$ cat config.mk
export PLATFORM = sky130hd
export DESIGN_NAME = ps2_key_decoder
export DESIGN_NICKNAME = d
export VERILOG_FILES = /design/src/rtl/ps2_key_decoder.sv
export SDC_FILE = /design/constraint.sdc
export NUM_CORES = 1
export LEC_CHECK = 0
export BUFFER_PORTS_ARGS = -buffer_cell sky130_fd_sc_hd__buf_2
export CAP_MARGIN = 20
export CORE_ASPECT_RATIO = 1.2
export CORE_MARGIN = 8
export CORE_UTILIZATION = 40
export CTS_CLUSTER_SIZE = 25
export DETAILED_ROUTE_END_ITERATION = 8
export GPL_TIMING_DRIVEN = 0
export SYNTH_ARGS = -nofsm -noshare
export SYNTH_HDL_FRONTEND = slang
export SYNTH_SLANG_ARGS = --single-unit
export TNS_END_PERCENT = 30
$ cat constraint.sdc
create_clock -name clk -period 6.4 [get_ports clk]
set_input_delay 0.32 -clock clk [delete_from_list [all_inputs] [get_ports clk]]
set_output_delay 0.32 -clock clk [all_outputs]
set_load 0.02 [all_outputs]
$ cat src/rtl/ps2_key_decoder.sv
// PS/2 keyboard receiver: conditions the raw bus, deframes 11-bit frames,
// tracks E0/F0 prefixes and emits one 9-bit key event per make/break code.
module ps2_key_decoder #(
    parameter int TIMEOUT_CYCLES = 10000,
    parameter int FILTER_LEN     = 4
) (
    input  logic       clk,
    input  logic       rst,
    input  logic       ps2_clk,
    input  logic       ps2_data,
    output logic       key_valid,
    output logic [8:0] key_code,
    output logic       key_make,
    output logic       frame_err
);
    localparam int TW = $clog2(TIMEOUT_CYCLES + 1);
    localparam int FW = $clog2(FILTER_LEN + 1);

    typedef enum logic [1:0] {IDLE, RECV, CHECK} state_t;

    logic [1:0]    clk_sync_q, clk_sync_d, data_sync_q, data_sync_d;
    logic          filt_q, filt_d, fall_q, fall_d;
    logic [FW-1:0] fcnt_q, fcnt_d;
    state_t        state_q, state_d;
    logic [3:0]    bitcnt_q, bitcnt_d;
    logic [7:0]    shift_q, shift_d;
    logic          par_q, par_d, stop_q, stop_d;
    logic [TW-1:0] tcnt_q, tcnt_d;
    logic          ext_q, ext_d, brk_q, brk_d;
    logic          key_valid_q, key_valid_d, key_make_q, key_make_d;
    logic          frame_err_q, frame_err_d;
    logic [8:0]    key_code_q, key_code_d;
    logic          data_s;

    assign data_s = data_sync_q[1];

    // Synchronizers and clock glitch filter; fall is a registered 1->0 strobe
    always_comb begin
        clk_sync_d  = {clk_sync_q[0], ps2_clk};
        data_sync_d = {data_sync_q[0], ps2_data};
        filt_d      = filt_q;
        fcnt_d      = '0;
        if (clk_sync_q[1] != filt_q) begin
            if (fcnt_q == FW'(FILTER_LEN - 1)) begin
                filt_d = clk_sync_q[1];
            end else begin
                fcnt_d = fcnt_q + 1'b1;
            end
        end
        fall_d = filt_q & ~filt_d;
    end

    // Deframing FSM, prefix tracking and registered event outputs
    always_comb begin
        state_d     = state_q;
        bitcnt_d    = bitcnt_q;
        shift_d     = shift_q;
        par_d       = par_q;
        stop_d      = stop_q;
        tcnt_d      = '0;
        ext_d       = ext_q;
        brk_d       = brk_q;
        key_valid_d = 1'b0;
        frame_err_d = 1'b0;
        key_code_d  = key_code_q;
        key_make_d  = key_make_q;
        case (state_q)
            IDLE: begin
                // a fall with data high is line noise, not a start bit
                if (fall_q && !data_s) begin
                    state_d  = RECV;
                    bitcnt_d = '0;
                end
            end
            RECV: begin
                if (fall_q) begin
                    bitcnt_d = bitcnt_q + 1'b1;
                    if (bitcnt_q < 4'd8) begin
                        shift_d = {data_s, shift_q[7:1]};   // LSB arrives first
                    end else if (bitcnt_q == 4'd8) begin
                        par_d = data_s;
                    end else begin
                        stop_d  = data_s;
                        state_d = CHECK;
                    end
                end else if (tcnt_q == TW'(TIMEOUT_CYCLES - 1)) begin
                    state_d     = IDLE;
                    frame_err_d = 1'b1;
                    ext_d       = 1'b0;
                    brk_d       = 1'b0;
                end else begin
                    tcnt_d = tcnt_q + 1'b1;
                end
            end
            CHECK: begin
                state_d = IDLE;
                if ((^{shift_q, par_q}) && stop_q) begin
                    if (shift_q == 8'hE0) begin
                        ext_d = 1'b1;
                    end else if (shift_q == 8'hF0) begin
                        brk_d = 1'b1;
                    end else begin
                        key_code_d  = {ext_q, shift_q};
                        key_make_d  = ~brk_q;
                        key_valid_d = 1'b1;
                        ext_d       = 1'b0;
                        brk_d       = 1'b0;
                    end
                end else begin
                    frame_err_d = 1'b1;
                    ext_d       = 1'b0;
                    brk_d       = 1'b0;
                end
            end
            default: state_d = IDLE;
        endcase
    end

    // State registers; bus conditioning resets to idle-high
    always_ff @(posedge clk or posedge rst) begin
        if (rst) begin
            clk_sync_q  <= 2'b11;
            data_sync_q <= 2'b11;
            filt_q      <= 1'b1;
            fall_q      <= 1'b0;
            fcnt_q      <= '0;
            state_q     <= IDLE;
            bitcnt_q    <= '0;
            shift_q     <= '0;
            par_q       <= 1'b0;
            stop_q      <= 1'b0;
            tcnt_q      <= '0;
            ext_q       <= 1'b0;
            brk_q       <= 1'b0;
            key_valid_q <= 1'b0;
            key_code_q  <= '0;
            key_make_q  <= 1'b0;
            frame_err_q <= 1'b0;
        end else begin
            clk_sync_q  <= clk_sync_d;
            data_sync_q <= data_sync_d;
            filt_q      <= filt_d;
            fall_q      <= fall_d;
            fcnt_q      <= fcnt_d;
            state_q     <= state_d;
            bitcnt_q    <= bitcnt_d;
            shift_q     <= shift_d;
            par_q       <= par_d;
            stop_q      <= stop_d;
            tcnt_q      <= tcnt_d;
            ext_q       <= ext_d;
            brk_q       <= brk_d;
            key_valid_q <= key_valid_d;
            key_code_q  <= key_code_d;
            key_make_q  <= key_make_d;
            frame_err_q <= frame_err_d;
        end
    end

    assign key_valid = key_valid_q;
    assign key_code  = key_code_q;
    assign key_make  = key_make_q;
    assign frame_err = frame_err_q;
endmodule

==> results.toml, run 1 <==
[run_status]
status = "finished clean"

[final_layout]
final_common_cell = "dfrtp_1"
n_antenna_cell = 0
layout_common_cells = "dfrtp_1, mux2_2, nor2_1"
fin_cells = 333
utilization = 0.452
fillCellCount = 618
area_growth_pct = 11.0
final_cell_area_sq_um = 2860
drive_gt1_frac = 0.222
fin_nets = 259

[synth]
syn-cell-area_sq_um = 2580
synthArstFlopShare = 1.00
syn_area_per_cell_sq_um = 11.5
yosysWarnings = 0
netlist_instances = 225
ys.flop_type = "dfrtp_1"
ys_ff_latch = 53
yosysSeqAreaShare = 0.517
synth_cell_type_count = 48
synth_nets = 236
synth_edf_count = 0

[timing]
fin_setup_tns_ns = 0
worstMarginPinSlew_ns = 0.511
skew_ns = 0.00857
timing.fmax_mhz = 467
fin_crit_sh = 0.335
setup_violations = 0
timing.final.crit_period_ns = 2.14
max-slew-margin-rel = 0.659
rsz0062_at_grt = "false"
whs_ns = 0.00699
hold_viol_final = 0
slew_viol_final = 0

[placed_design]
place.gp.congestion = 0.771
numPortBuffers = 15
dpl-instance-area_sq_um = 2780
place_inst = 326
dp_hpwl_mm = 3.28

[floorplanning]
start_util = 0.407
dieHeight_um = 104
die_area_sq_um = 9280
fp.coreArea_sq_um = 6330
fp-row-count = 32
pin_count = 16
die_w_um = 89.3

[critical_path]
path_class = "register to register"
slowest_stage = "or4_4"
required_ns = 6.60
crit_path_end_kind = "register"
critPathArrivalTime_ns = 2.34
cp_cell_sequence = "or4_4 -> o2111a_1 -> mux2i_1 -> buf_6 -> mux2_2"
crit_fanout = 10
worst_setup_path_start_kind = "register"
max_stage_delay_ns = 0.55

[power_and_ir_drop]
internal-power_uw = 487
p_per_area_nw_per_um2 = 238
pwr-share-clk = 0.265
p_sw_frac = 0.283
ir_drop_mv = 0.147
p_switching_uw = 192
power_leakage_nw = 1.31
comb_power_share = 0.185
seq_power_share = 0.550

[clock_tree]
post_cts.resized_instances = 0
post_cts_buffers = 0
cts_sinks = 53
cts.hold.buffers_added = 0
path_clk_slew_ns = 0.09
clk_path_buf_depth = 2
h-tree-depth = 2
cts_tree = "built"
clk_latency_ns = 0.30
numCtsBuffers = 5
cts_root_buffer = "clkbuf_8"

[routing]
route.vias.total = 1669
drt_iter0_drc = 64
routed_wl_mm = 4.51
drc = 0
viasPerCell = 5.01
wl_per_cell_um = 13.6
antenna_left = 0
first_pass_iters = 4

[global_route]
grt_pass1_wl_mm = 7.96
antenna_found_initial = 0
grt_overflow = 0
gr-usage-all-layers = 0.107
grt_pass1_vias = 1737
grt_max_degree = 35

[hold_path]
hold_class = "input pin to asynchronous set/reset pin"

[run]
max_cap_viol_count = 0
flip-flops by register name, summed over array words and instances, names as in the netlist:
register / flops
bitcnt_q: 4
data_sync_q: 2
ext_q: 1
clk_sync_q: 2
fall_q: 1
par_q: 1
stop_q: 1
state_q: 2
shift_q: 8
key_valid: 1
key_code: 9
tcnt_q: 14
frame_err: 1
fcnt_q: 3
brk_q: 1
filt_q: 1
key_make: 1
final cells by class:
class | count | area, sq um | area share
plain buffers | 4 | 26.3 | 0.00919
clock buffers | 6 | 72.6 | 0.0254
clock inverters | 1 | 8.76 | 0.00306
inverters | 15 | 56.3 | 0.0197
multi-input cells | 153 | 1160 | 0.406
flip-flops and latches | 53 | 1330 | 0.466
well taps | 85 | 106 | 0.0372
repair buffers | 16 | 95.1 | 0.0332
power groups by stage:
stage / Clock, mW / Combinational (mW) / Sequential [mW]
floorplan: 0 / 0.102 / 0.376
global placement: 0 / 0.125 / 0.380
detailed placement: 0 / 0.129 / 0.381
CTS: 0.192 / 0.129 / 0.374
global route: 0.200 / 0.143 / 0.378
finish: 0.180 / 0.126 / 0.374
cells in the mapped netlist (3+ instances only):
master	instances	area [sq um]
ha_1	7	87.6
o21ai_0	6	30.0
nor3_1	3	15.0
nor4_1	4	25.0
or3_1	3	18.8
inv_1	15	56.3
xor2_1	7	61.3
nor2_1	17	63.8
nor2b_1	4	25.0
dfrtp_1	48	1200
nand2_1	15	56.3
dfstp_2	5	131
nand3_1	6	30.0
and3_1	4	25.0
mux2_2	18	203
a21oi_1	9	45.0
a31oi_1	3	18.8
xnor2_1	9	78.8
nand4_1	8	50.1
path summary, 6_finish.rpt:
| path | cells after the start | start | slack [ns] | to |
|---|---|---|---|---|
| worst max register to register | 5 | shift_q[1]$_DFFE_PP0P_ | 4.26 | key_code[8]$_DFFE_PP0P_ |
| min in group clk | 1 | ps2_data | 0.11 | data_sync_q[0]$_DFF_PP1_ |
| worst max-delay path | 5 | shift_q[1]$_DFFE_PP0P_ | 4.26 | key_code[8]$_DFFE_PP0P_ |
| max in group asynchronous | 3 | rst | 5.79 | clk_sync_q[1]$_DFF_PP1_ |
| worst min register to register | 0 | data_sync_q[0]$_DFF_PP1_ | 0.36 | data_sync_q[1]$_DFF_PP1_ |
| worst min-delay path | 2 | rst | 0.007 | tcnt_q[10]$_DFF_PP0_ |
kinds of logic after synthesis:
logic type | Yosys count | synth area share
buffers and inverters | 19 | 0.0320
and+or+nand+nor | 75 | 0.157
xor gates and xnor gates | 18 | 0.0728
muxes | 20 | 0.0864
adders and majority gates | 7 | 0.0340
DFF | 53 | 0.517
AOI/OAI and AO/OA | 33 | 0.101
per-stage QoR:
step | total power, mW | setup slack, ns
after global placement | 0.505 | 4.09
final | 0.680 | 4.26
after CTS | 0.695 | 4.23
after detailed placement | 0.509 | 4.24
after floorplan | 0.478 | 4.40
after global routing | 0.721 | 4.13
critical path: cells and delay by family (launching register included):
family / cells / cell delay [ns]
simple gates: 1 / 0.55
compound gates: 1 / 0.26
flops: 1 / 0.45
mux: 2 / 0.58
buf+inv: 1 / 0.20
routing by layer:
metal	GRT usage	part of all wire
met5	0	0
met2	0.179	0.48
met1	0.125	0.47
met4	0.0358	0.013
met3	0.0300	0.034
Power figures use the tool's default switching activity.
==> run 2, diff against run 1 <==
Clock period 6.4 ns to 1.89 ns, I/O delays scaled along.
==> results.toml, run 2 (same netlist as run 1, synthesis figures left out) <==
[run_status]
status = "complete, but fails checks"
violations = "setup timing"

[hold_path]
hold_class = "input pin to asynchronous set/reset pin"

[critical_path]
crit_path_end_kind = "register"
slowest_stage = "or4_4"
r2r-end = "key_code[0]$_DFFE_PP0P_"
path_class = "register to register"
critPathArrivalTime_ns = 2.25
worst_setup_path_start_kind = "register"
crit_end = "key_code[0]$_DFFE_PP0P_"
ff2ff_path_depth = 5
max_stage_delay_ns = 0.52
r2r_start = "shift_q[3]$_DFFE_PP0P_"
crit_fanout = 5
rrSetupSlack_ns = -0.16
required_ns = 2.09
cp_cell_sequence = "or4_4 -> o2111a_1 -> mux2i_4 -> buf_6 -> mux2_4"
startpoint = "shift_q[3]$_DFFE_PP0P_"

[timing]
setup_violations = 11
slew_viol_final = 0
max-slew-margin-rel = 0.687
setup_ws_ns = -0.158
worstMarginPinSlew_ns = 0.465
timing.fmax_mhz = 488
hold_viol_final = 0
skew_ns = 0.00719
timing.final.crit_period_ns = 2.05
fin_crit_sh = 1.08
rsz0062_at_grt = "true"

[clock_tree]
clk_path_buf_depth = 2
clk_latency_ns = 0.31
h-tree-depth = 2
cts_sinks = 53
cts_tree = "built"
path_clk_slew_ns = 0.10
numCtsBuffers = 5
cts_root_buffer = "clkbuf_8"

[routing]
route.vias.total = 1757
antenna_left = 0
routed_wl_mm = 4.74
first_pass_iters = 4
wl_per_cell_um = 13.7
drt_iter0_drc = 61
viasPerCell = 5.09
drc = 0

[final_layout]
layout_common_cells = "dfrtp_1, nor2_1, nand2_1, buf_2, inv_1"
drive_gt1_frac = 0.296
largest_reg_flops = 14
fin_nets = 270
n_antenna_cell = 0
final_common_cell = "dfrtp_1"
regMostFlops = "tcnt_q"
fin_cells = 345
area_growth_pct = 19.0

[placed_design]
place.gp.congestion = 0.783
place_inst = 326
place_ws_ns = -0.277
numPortBuffers = 15
dp_hpwl_mm = 3.31

[floorplanning]
dieHeight_um = 104
fp.coreArea_sq_um = 6330
die_area_sq_um = 9280
fp-row-count = 32
die_w_um = 89.3
start_util = 0.407
pin_count = 16

[power_and_ir_drop]
p_per_area_nw_per_um2 = 822
pwr-share-clk = 0.310
power_leakage_nw = 1.40
p_switching_uw = 699
p_total_mw = 2.52
p_sw_frac = 0.277
ir_drop_mv = 0.528
internal-power_mw = 1.82
comb_power_share = 0.187
seq_power_share = 0.502

[run]
max_cap_viol_count = 0

[global_route]
gr-usage-met2 = 0.172
gr-usage-all-layers = 0.110
grt_use_met3 = 0.0261
grt-busiest-layer = "met2"
use_met1 = 0.142
antenna_found_initial = 0
grt_pass1_vias = 1752
grt_pass1_wl_mm = 8.18
grt_max_degree = 36
grt_overflow = 0
run 2: final cells by class:
| class | instances | area (sq um) |
|---|---|---|
| Multi-Input combinational cell | 153 | 1230 |
| Timing Repair Buffer | 27 | 193 |
| Buffer | 4 | 32.5 |
| Inverter | 15 | 56.3 |
| Clock buffer | 5 | 68.8 |
| Tap cell | 85 | 106 |
| Fill cell | 593 | 3260 |
| Clock inverter | 3 | 43.8 |
| Sequential cell | 53 | 1340 |
run 2: through the flow:
stage | setup TNS [ns] | util | hold slack (ns) | instance area [sq um]
2_1_floorplan | -0.761 | - | 0.0990 | 2600
3_3_place_gp | -12.45 | 0.440 | 0.201 | 2790
3_5_place_dp | -4.95 | 0.443 | 0.126 | 2810
4_1_cts | -1.54 | 0.482 | 0.333 | 3050
5_1_grt | -2.60 | 0.485 | 0.340 | 3070
6_report | -1.42 | 0.485 | 0.316 | 3070
run 2: power by group through the flow:
stage | registers [mW] | clock network (mW) | logic (mW)
finish | 1.27 | 0.782 | 0.472
CTS | 1.27 | 0.809 | 0.474
floorplan | 1.27 | 0 | 0.346
global route | 1.28 | 0.854 | 0.532
detailed placement | 1.29 | 0 | 0.438
global placement | 1.29 | 0 | 0.423
run 2: repair_timing:
action                                  in CTS  in global routing
hold buffers                                 3                  0
pin swaps                                    3                  6
resized for setup                           13                  5
endpoints found under the hold margin       20                  0
setup buffers                                7                  0
cloned                                       1                  0
endpoints found under the setup margin      35                 29
run 2: worst min-delay path by stage:
stage / to / depth (start not counted)
after floorplan: clk_sync_q[0]$_DFF_PP1_ / 0
after global placement: data_sync_q[0]$_DFF_PP1_ / 1
after detailed placement: key_code[8]$_DFFE_PP0P_ / 2
after CTS: tcnt_q[5]$_DFF_PP0_ / 3
after global routing: key_code[8]$_DFFE_PP0P_ / 3
final: key_code[8]$_DFFE_PP0P_ / 3
run 2: metal layers:
layer,routed length (um),vias up
met1,2330,863
met3,147,5
li1,-,870
met4,59,0
met2,2200,19
met5,0,-
run 2: worst max-delay path: cells and delay by family, from the launching register on:
kind | cells | cell delay, ns
muxes | 2 | 0.51
buffers and inverters | 1 | 0.18
DFF | 1 | 0.45
AOI/OAI and AO/OA | 1 | 0.27
and+or+nand+nor | 1 | 0.52
==> run 3, diff against run 2 <==
Settings changed: CTS_CLUSTER_SIZE 25 to not set, SKIP_LAST_GASP set to 1.
==> results.toml, run 3 (same netlist as run 1, synthesis figures left out) <==
[run_status]
status = "complete, but fails checks"
violations = "setup timing"

[final_layout]
n_antenna_cell = 0
final_common_cell = "dfrtp_1"
layout_common_cells = "dfrtp_1, nor2_1, nand2_1, buf_2, inv_1"
drive_gt1_frac = 0.281
area_growth_pct = 18.6
largest_reg_flops = 14
fin_nets = 270
regMostFlops = "tcnt_q"

[critical_path]
crit_buf_inv = 1
crit_fanout = 5
r2r-end = "key_code[0]$_DFFE_PP0P_"
crit_path_end_kind = "register"
r2r_start = "shift_q[3]$_DFFE_PP0P_"
worst_setup_path_start_kind = "register"
cp.depth = 5
required_ns = 2.09
rrSetupSlack_ns = -0.16
path_class = "register to register"
cp_cell_sequence = "or4_4 -> o2111a_1 -> mux2i_4 -> buf_6 -> mux2_4"
ff2ff_path_depth = 5
critPathArrivalTime_ns = 2.25
slowest_stage = "or4_4"
max_stage_delay_ns = 0.52
path_delay_family = "simple AND/OR/NAND/NOR gates"

[clock_tree]
clk_latency_ns = 0.31
clk_path_buf_depth = 2
numCtsBuffers = 5
h-tree-depth = 2
cts_tree = "built"
cts_sinks = 53
cts_root_buffer = "clkbuf_8"
path_clk_slew_ns = 0.10

[floorplanning]
start_util = 0.407
dieHeight_um = 104
die_area_sq_um = 9280
die_w_um = 89.3
fp.coreArea_sq_um = 6330
pin_count = 16
fp-row-count = 32

[hold_path]
hold_class = "input pin to asynchronous set/reset pin"

[timing]
timing.fmax_mhz = 488
hold_viol_final = 0
slew_viol_final = 0
whs_ns = 0.318
skew_ns = 0.00732
max-slew-margin-rel = 0.678
timing.final.crit_period_ns = 2.05
setup_violations = 11
setup_ws_ns = -0.159
fin_crit_sh = 1.08
rsz0062_at_grt = "true"
worstMarginPinSlew_ns = 0.483

[global_route]
antenna_found_initial = 0
grt_pass1_vias = 1753
grt_max_degree = 36
gr-usage-met2 = 0.172
grt_pass1_wl_mm = 8.18
grt_overflow = 0
use_met1 = 0.142
grt-busiest-layer = "met2"
gr-usage-all-layers = 0.110
grt_use_met3 = 0.0261

[routing]
wl_per_cell_um = 13.7
antenna_left = 0
drt_iter0_drc = 89
drc = 0
routed_wl_mm = 4.71
route.vias.total = 1748
viasPerCell = 5.07
first_pass_iters = 4

[power_and_ir_drop]
ir_drop_mv = 0.532
p_per_area_nw_per_um2 = 822
power_leakage_nw = 1.40
p_total_mw = 2.51

[placed_design]
numPortBuffers = 15
dp_hpwl_mm = 3.31
place.gp.congestion = 0.783

[run]
max_cap_viol_count = 0
==> run 3: how the worst max path moves through the flow <==
stage,slack [ns],to,from
CTS,-0.17,key_code[2]$_DFFE_PP0P_,shift_q[3]$_DFFE_PP0P_
global placement,-0.30,key_code[0]$_DFFE_PP0P_,shift_q[3]$_DFFE_PP0P_
detailed placement,-0.28,key_code[6]$_DFFE_PP0P_,shift_q[3]$_DFFE_PP0P_
floorplan,-0.11,key_code[0]$_DFFE_PP0P_,shift_q[3]$_DFFE_PP0P_
global route,-0.21,key_code[6]$_DFFE_PP0P_,shift_q[7]$_DFFE_PP0P_
finish,-0.16,key_code[0]$_DFFE_PP0P_,shift_q[3]$_DFFE_PP0P_
==> run 3: report_power, final <==
part / internal, mW / switching [mW]
clock network: 0.397 / 0.384
logic: 0.210 / 0.255
registers: 1.21 / 0.0521
total: 1.82 / 0.691
==> run 3: area by class of cell <==
| cell class | count | area, sq um |
|---|---|---|
| buffer | 3 | 26.3 |
| clock buffer | 5 | 68.8 |
| clock inverter | 3 | 43.8 |
| fill | 593 | 3270 |
| inverter | 15 | 56.3 |
| multi-input combinational | 153 | 1220 |
| sequential | 53 | 1340 |
| tap | 85 | 106 |
| timing repair buffer | 28 | 196 |
==> run 3: stage by stage <==
stage	instances	instance area [sq um]	utilization	setup slack (ns)	TNS, ns
floorplan	225	2600	-	-0.109	-0.761
global placement	325	2790	0.440	-0.298	-12.45
detailed placement	326	2810	0.443	-0.277	-4.95
CTS	345	3030	0.480	-0.169	-1.94
global route	345	3060	0.483	-0.213	-2.41
finish	345	3060	0.483	-0.159	-1.46
==> run 3: worst min-delay path, cell delays in order <==
cell	delay [ns]
dlygate4sd3_1	0.52
buf_2	0.12
inv_2	0.32
==> run 3: per-layer routing <==
layer / up-vias / part of all wire
met5: - / 0
met2: 20 / 0.47
met4: 0 / 0.013
met1: 854 / 0.49
met3: 5 / 0.032
li1: 869 / -
==> run 3: timing repair <==
action,in CTS,in global routing
pin swaps,3,3
resized for setup,8,4
gates cloned,1,0
hold buffers,3,0
buffers inserted,7,1
setup endpoints to repair,35,41
hold endpoints to repair,20,0
